==> src/rtl/ihp_sram_clear_sequencer.sv <==
// ihp_sram_clear_sequencer: owns the IHP SRAM macro after reset and sweeps
// every word to CLEAR_VALUE. It then hands the port to the fabric as a
// transparent pass-through. A re-clear can be requested while in pass-through.
module ihp_sram_clear_sequencer #(
  parameter int unsigned           ADDR_WIDTH  = 10,
  parameter int unsigned           DATA_WIDTH  = 32,
  parameter logic [DATA_WIDTH-1:0] CLEAR_VALUE = '0
) (
  input  logic                  UserCLK,
  input  logic                  resetn,
  input  logic                  CONFIGURED_top,
  input  logic                  clear_req,
  output logic                  clear_busy,
  output logic                  clear_done,
  output logic                  fabric_ready,
  input  logic [ADDR_WIDTH-1:0] A_ADDR_SRAM,
  input  logic [DATA_WIDTH-1:0] A_DIN_SRAM,
  input  logic [DATA_WIDTH-1:0] A_BM_SRAM,
  input  logic                  A_WEN_SRAM,
  input  logic                  A_MEN_SRAM,
  input  logic                  A_REN_SRAM,
  output logic [DATA_WIDTH-1:0] A_DOUT_SRAM,
  output logic [ADDR_WIDTH-1:0] M_ADDR,
  output logic [DATA_WIDTH-1:0] M_DIN,
  output logic [DATA_WIDTH-1:0] M_BM,
  output logic                  M_WEN,
  output logic                  M_MEN,
  output logic                  M_REN,
  input  logic [DATA_WIDTH-1:0] M_DOUT
);

  // One extra counter bit flags the end of the sweep without relying on wrap.
  localparam int unsigned CNT_W = ADDR_WIDTH + 1;

  typedef enum logic [1:0] {
    ST_IDLE  = 2'd0,
    ST_CLEAR = 2'd1,
    ST_PASS  = 2'd2
  } state_e;

  state_e           state_q, state_d;
  logic [CNT_W-1:0] sweep_q, sweep_d;
  logic             done_q, done_d;
  logic             rd_own_q, rd_own_d;

  // Configuration status only informs software; it never gates the sweep.
  logic unused_cfg;
  assign unused_cfg = CONFIGURED_top;

  // Next-state logic for the sweep FSM, done flag and read ownership.
  always_comb begin
    state_d  = state_q;
    sweep_d  = sweep_q;
    done_d   = done_q;
    rd_own_d = (state_q == ST_PASS) && A_MEN_SRAM && A_REN_SRAM;
    unique case (state_q)
      ST_IDLE: begin
        state_d = ST_CLEAR;
        sweep_d = '0;
      end
      ST_CLEAR: begin
        sweep_d = sweep_q + CNT_W'(1);
        if (sweep_d[ADDR_WIDTH]) begin
          state_d = ST_PASS;
          done_d  = 1'b1;
        end
      end
      ST_PASS: begin
        if (clear_req) begin
          state_d = ST_CLEAR;
          sweep_d = '0;
          done_d  = 1'b0;
        end
      end
      default: begin
        state_d = ST_IDLE;
        sweep_d = '0;
      end
    endcase
  end

  // Sequencer registers.
  always_ff @(posedge UserCLK or negedge resetn) begin
    if (!resetn) begin
      state_q  <= ST_IDLE;
      sweep_q  <= '0;
      done_q   <= 1'b0;
      rd_own_q <= 1'b0;
    end else begin
      state_q  <= state_d;
      sweep_q  <= sweep_d;
      done_q   <= done_d;
      rd_own_q <= rd_own_d;
    end
  end

  // Macro port mux: disabled in IDLE, sweep writes in CLEAR, fabric in PASS.
  always_comb begin
    M_ADDR = '0;
    M_DIN  = '0;
    M_BM   = '0;
    M_WEN  = 1'b0;
    M_MEN  = 1'b0;
    M_REN  = 1'b0;
    unique case (state_q)
      ST_CLEAR: begin
        M_ADDR = sweep_q[ADDR_WIDTH-1:0];
        M_DIN  = CLEAR_VALUE;
        M_BM   = '1;
        M_WEN  = 1'b1;
        M_MEN  = 1'b1;
      end
      ST_PASS: begin
        M_ADDR = A_ADDR_SRAM;
        M_DIN  = A_DIN_SRAM;
        M_BM   = A_BM_SRAM;
        M_WEN  = A_WEN_SRAM;
        M_MEN  = A_MEN_SRAM;
        M_REN  = A_REN_SRAM;
      end
      default: ;
    endcase
  end

  // Only data from a fabric-issued read reaches the fabric.
  assign A_DOUT_SRAM  = rd_own_q ? M_DOUT : '0;
  assign clear_busy   = (state_q != ST_PASS);
  assign fabric_ready = (state_q == ST_PASS);
  assign clear_done   = done_q;

endmodule

==> config.mk <==
export PLATFORM = sky130hd
export DESIGN_NAME = ihp_sram_clear_sequencer
export DESIGN_NICKNAME = d
export VERILOG_FILES = /design/src/rtl/ihp_sram_clear_sequencer.sv
export SDC_FILE = /design/constraint.sdc
export NUM_CORES = 1
export LEC_CHECK = 0
export BUFFER_PORTS_ARGS = -buffer_cell sky130_fd_sc_hd__buf_2
export CORE_AREA = 2 2 87 89
export DETAILED_ROUTE_END_ITERATION = 10
export DIE_AREA = 0 0 89 91
export HOLD_SLACK_MARGIN = 0.12
export MAX_ROUTING_LAYER = met4
export PLACE_DENSITY = 0.76
export SLEW_MARGIN = 20
export SYNTH_ARGS = -nofsm -noshare
export SYNTH_HDL_FRONTEND = slang
export SYNTH_SLANG_ARGS = --single-unit
==> constraint.sdc <==
create_clock -name UserCLK -period 4.45 [get_ports UserCLK]
set_input_delay 0.2225 -clock UserCLK [delete_from_list [all_inputs] [get_ports UserCLK]]
set_output_delay 0.2225 -clock UserCLK [all_outputs]
set_load 0.005 [all_outputs]
; ---- After elaboration in Yosys (flattened, before gate mapping)
; Index checks and enable logic that the tools add are counted.
[word_totals]
in_bits = 113
ff_bits = 15
word_cells = 31
[op_classes]
reduce_logical = 6
n_eq_ne = 5
n_mux = 15
addsub = 1
[op_table]
columns = op, count
row1 = two-way mux 32 bit, 2
row2 = one-hot mux 32 bit (2 select lines), 1
row3 = one-hot mux 11 bit (2 select lines), 1
row4 = one-hot mux 10 bit (2 select lines), 1
row5 = adder 11 x 1 -> 11 bit (second input constant), 1
row6 = two-way mux 11 bit, 1
row7 = inequality test 2 bit (second input constant), 3
row8 = one-hot mux 1 bit (2 select lines), 3
row9 = one-hot mux 2 bit (3 select lines), 1
row10 = two-way mux 2 bit, 2
row11 = two-way mux 1 bit, 3
row12 = AND reduction 3 bit, 1
row13 = equality test 2 x 1 -> 1 bit (second input constant), 1
row14 = equality test 2 bit (second input constant), 1
row15 = logical AND 1 bit, 2
row16 = logical NOT 2 bit, 1
row17 = AND reduction 2 bit, 1
row18 = nonzero test 2 bit, 1

; ---- Logic depth before layout (Yosys ltp)
[depth]
word_depth = 3
mapped_depth = 8

; ---- Worst setup path after synthesis
; Ideal clock, no wire load.
[synth_timing]
path_type = register -> register
start = register state_q[0]
end = register sweep_q[7]
t_required_ps = 4324
path_buffers = 2
setup_ps = 126
stages_incl_launch_ff = 9
setup_slack_ps = 2694
period_less_slack_ps = 1756
t_arrival_ps = 1631
cell_sequence = dfrtp_1 -> inv_1 -> ha_1 -> buf_2 -> nor2b_1 -> clkbuf_1 -> nor4b_1 -> xnor2_1 -> nor2_1
[synth_between]
elab_chain_len = 2
[synth_rtl]
columns = element, line
row1 = start: declaration, 41  ; state_e state_q, state_d;
row2 = start signal: assignment, 90  ; state_q <= state_d;
row3 = equality test 2 bit *, --
row4 = named net fabric_ready, 15  ; output logic fabric_ready,
row5 = one-hot mux 11 bit (2 select lines) or inequality test 2 bit (tied branches), --
row6 = end signal: assignment, 91  ; sweep_q <= sweep_d;
row7 = end: declaration, 42  ; logic [CNT_W-1:0] sweep_q, sweep_d;
; The timed path passes the listed nets; every way through them passes the cells marked *.
; A chain may end at the register's enable or synchronous reset.

; ---- Final worst setup path
[layout_timing]
start = register state_q[0]
end = output port M_BM[31]
[layout_between]
elab_chain_len = 2
[layout_rtl]
columns = element, line
row1 = equality test 2 bit or equality test 2 x 1 -> 1 bit (tied branches), 105  ; unique case (state_q)
row2 = one-hot mux 32 bit (2 select lines) *, 105
row3 = end: declaration, 25  ; output logic [DATA_WIDTH-1:0] M_BM,
; Mark *: on every way between the ends. The rest lies on a longest branch, timed or not.

==> flow_metrics.env <==
export IMPL_die_w_um=89
export IMPL_wl_mm=8.55
export IMPL_via_count=2629
export IMPL_cpPeakStageDelay_ps=500
export IMPL_rsz0062_at_grt="false"
export IMPL_holdPathStages=2
export IMPL_first_pass_iters=4
export IMPL_synthCells=269
export IMPL_io_buffers=223
export IMPL_synthToLayoutAreaGrowth_pct=65.1
export IMPL_routed_wire_length_per_instance_um=14.9
export IMPL_clock_fmax_mhz=398
export IMPL_slowest_stage="buf_4"
export IMPL_core_area_um2=7140
export IMPL_dp_cells=568
export IMPL_finalSetupTns_ps=0
export IMPL_hold_path_end="rd_own_q"
export IMPL_grt_pass1_wl_mm=12.2
export IMPL_die_h_um=91
export IMPL_root_buffer="clkbuf_8"
export IMPL_place_congestion=0.847
export IMPL_synth_seq_cells=15
export IMPL_period_minus_slack_ps=2510
export IMPL_end_kind="output pin"
export IMPL_ctsResizeCount=0
export IMPL_drt_iter0_drc=66
export IMPL_hp_start="A_MEN_SRAM"
export IMPL_cts_sinks=15
export IMPL_cts_clk_slew_worst_paths_ps=70
export IMPL_track_usage_pct=19.5
export IMPL_syn_nets=387
export IMPL_drc=0
export IMPL_worstHoldPathType="in2reg"
export IMPL_htreeDepth=1
export IMPL_p_leak_nw=1.77
export IMPL_worst_slew_pin_slew_ps=991
export IMPL_grt_overflow=0
export IMPL_crit_path_cell_trace="inv_1 > ha_2 > buf_4 > a21oi_1 > nor2b_1 > buf_2"
export IMPL_start_kind="flop"
export IMPL_cts_buffers=3
export IMPL_grt_max_degree=57
export IMPL_setup_viol=0
export IMPL_worstPathArrival_ps=2290
export IMPL_hold_viol_final=0
export IMPL_antenna_found_initial=0
export IMPL_cts_path_max_buffers=2
export IMPL_final_cell_mix="223 x buf_2, 65 x and2_1, 45 x nor2b_1, 37 x a21oi_1, 15 x dfrtp_1"
export IMPL_seq_area_frac_synth_pct=20.0
export IMPL_netlist_area_um2=1880
export IMPL_final_common_cell="buf_2"
export IMPL_rows=31
export IMPL_r2r_end="clear_done"
export IMPL_hpwl_mm=7.00
export IMPL_fin_nets=593
export IMPL_first_global_vias=2452
export IMPL_vias_per_cell=4.59
export IMPL_clkLatencyLatePin_ps=250
export IMPL_critPathRequiredTime_ps=4230
export IMPL_cap_violations=0
export IMPL_r2r_setup_slack_ps=2100
export IMPL_ant_nets=0
export IMPL_vdd_ir_drop_max_uv=241
export IMPL_power_density_nw_per_um2=303
export IMPL_r2r_worst_path_cells=7
export IMPL_critPathMaxFanout=50
export IMPL_ys_types=34
export IMPL_criticalPathCategory="reg2out"
export IMPL_final_cells=573
export IMPL_io_pins=225
export IMPL_slew_headroom_pct=34.0
export IMPL_fin_skew_ps=5.94
export IMPL_timing_rr_start="state_q[0]"
export IMPL_post_route_cells_drive_above_1_share_pct=49.8
export IMPL_initial_core_util_pct=26.3
export IMPL_status="finished, final reports clean"
export IMPL_die_area_um2=8100
export IMPL_finalMaxSlewViolations=0
export IMPL_fill_cells=786
export IMPL_final_util_pct=43.4
export IMPL_diodes=0
export IMPL_cts_tree="done"
export IMPL_p_total_w=0.000939
export IMPL_fin_crit_sh_pct=56.4
export IMPL_synth_avg_cell_area_um2=6.98
export IMPL_yosysWarnings=0
==> final cells by class <==
type / instances / area (µm²) / area share (%)
timing repair buffer: 226 / 1140 / 36.8
inverter: 5 / 18.8 / 0.606
multi-input combinational: 224 / 1390 / 45.0
clock buffer: 4 / 45.0 / 1.45
tap: 99 / 124 / 4.00
sequential: 15 / 375 / 12.1
==> state kept, by name, indices dropped and copies added, names as in the netlist <==
name,cells
sweep_q,11
state_q,2
clear_done,1
rd_own_q,1
==> report_power, final <==
part | total (W) | switching [W] | internal, W
sequential | 0.000171 | 0.0000196 | 0.000152
combinational | 0.000657 | 0.000338 | 0.000319
clock | 0.000111 | 0.0000481 | 0.0000633
==> cells by family after synthesis <==
kind of cell / Yosys count / synth area share [%]
multiplexers: 4 / 2.13
flip-flops: 15 / 20.0
XOR/XNOR: 3 / 1.40
AO/OA/AOI/OAI: 62 / 19.5
AND/OR/NAND/NOR: 150 / 47.5
buffers and inverters: 30 / 6.13
adder cells (fa/ha/maj): 5 / 3.33
==> critical path, delay by kind of cell, from the launching register on <==
family	cells	cell delay (ps)
fa+ha+maj	1	490
buf+inv	3	740
flops	1	410
compound gates	1	200
simple gates	1	160
==> stage by stage <==
stage	hold slack, ps	area, µm²	worst slack, ps
floorplan	-73.1	1880	2690
global placement	146	3040	2200
detailed placement	150	3040	2100
CTS	270	3100	1950
global route	261	3100	1760
finish	256	3100	1940
==> worst max path at each step <==
stage,slack (ps),start,cells after the start,to
after floorplan,2690,state_q[0],8,sweep_q[7]
after global placement,2200,state_q[0],7,clear_done
after detailed placement,2100,state_q[0],7,clear_done
after CTS,1950,state_q[0],6,M_BM[31]
after global routing,1760,state_q[0],6,M_BM[2]
final,1940,state_q[0],6,M_BM[31]
==> layer usage <==
metal | part of all wire, % | global-route usage, %
met1 | 39 | 22.4
met5 | 0 | -
met4 | 1.4 | 4.48
met2 | 51 | 35.7
met3 | 8.2 | 2.27
==> cell usage after synthesis <==
library cell | instances | area share (%)
o21ai_0 | 4 | 1.1
a22o_1 | 1 | 0.47
nand3_2 | 1 | 0.53
ha_1 | 5 | 3.3
nor2_1 | 8 | 1.6
or2_2 | 1 | 0.33
nor4b_1 | 1 | 0.47
a21boi_0 | 3 | 1.2
o22a_1 | 1 | 0.47
a31oi_1 | 1 | 0.33
buf_1 | 3 | 0.60
nand2b_1 | 3 | 1.0
mux2i_1 | 4 | 2.1
o31ai_1 | 1 | 0.40
and3_1 | 1 | 0.33
clkbuf_1 | 20 | 4.0
nand2_1 | 9 | 1.8
or3_1 | 2 | 0.67
o22ai_1 | 1 | 0.33
xnor2_1 | 2 | 0.93
a22oi_1 | 10 | 4.0
a21o_2 | 1 | 0.47
and2_1 | 65 | 22
a22o_2 | 1 | 0.53
a21oi_1 | 37 | 9.9
nor2b_1 | 45 | 15
nor3_1 | 4 | 1.1
or4_4 | 1 | 0.60
buf_2 | 2 | 0.53
inv_1 | 5 | 1.0
dfrtp_1 | 15 | 20
xor2_1 | 1 | 0.47
o21bai_1 | 1 | 0.40
nand3_1 | 9 | 2.4
==> repair_timing <==
action | 4_1_cts | 5_1_grt
hold buffers | 1 | 0
endpoints found under the hold margin | 15 | 0
setup buffers | 0 | 0
Note: power is estimated with default switching activity, not from simulation.
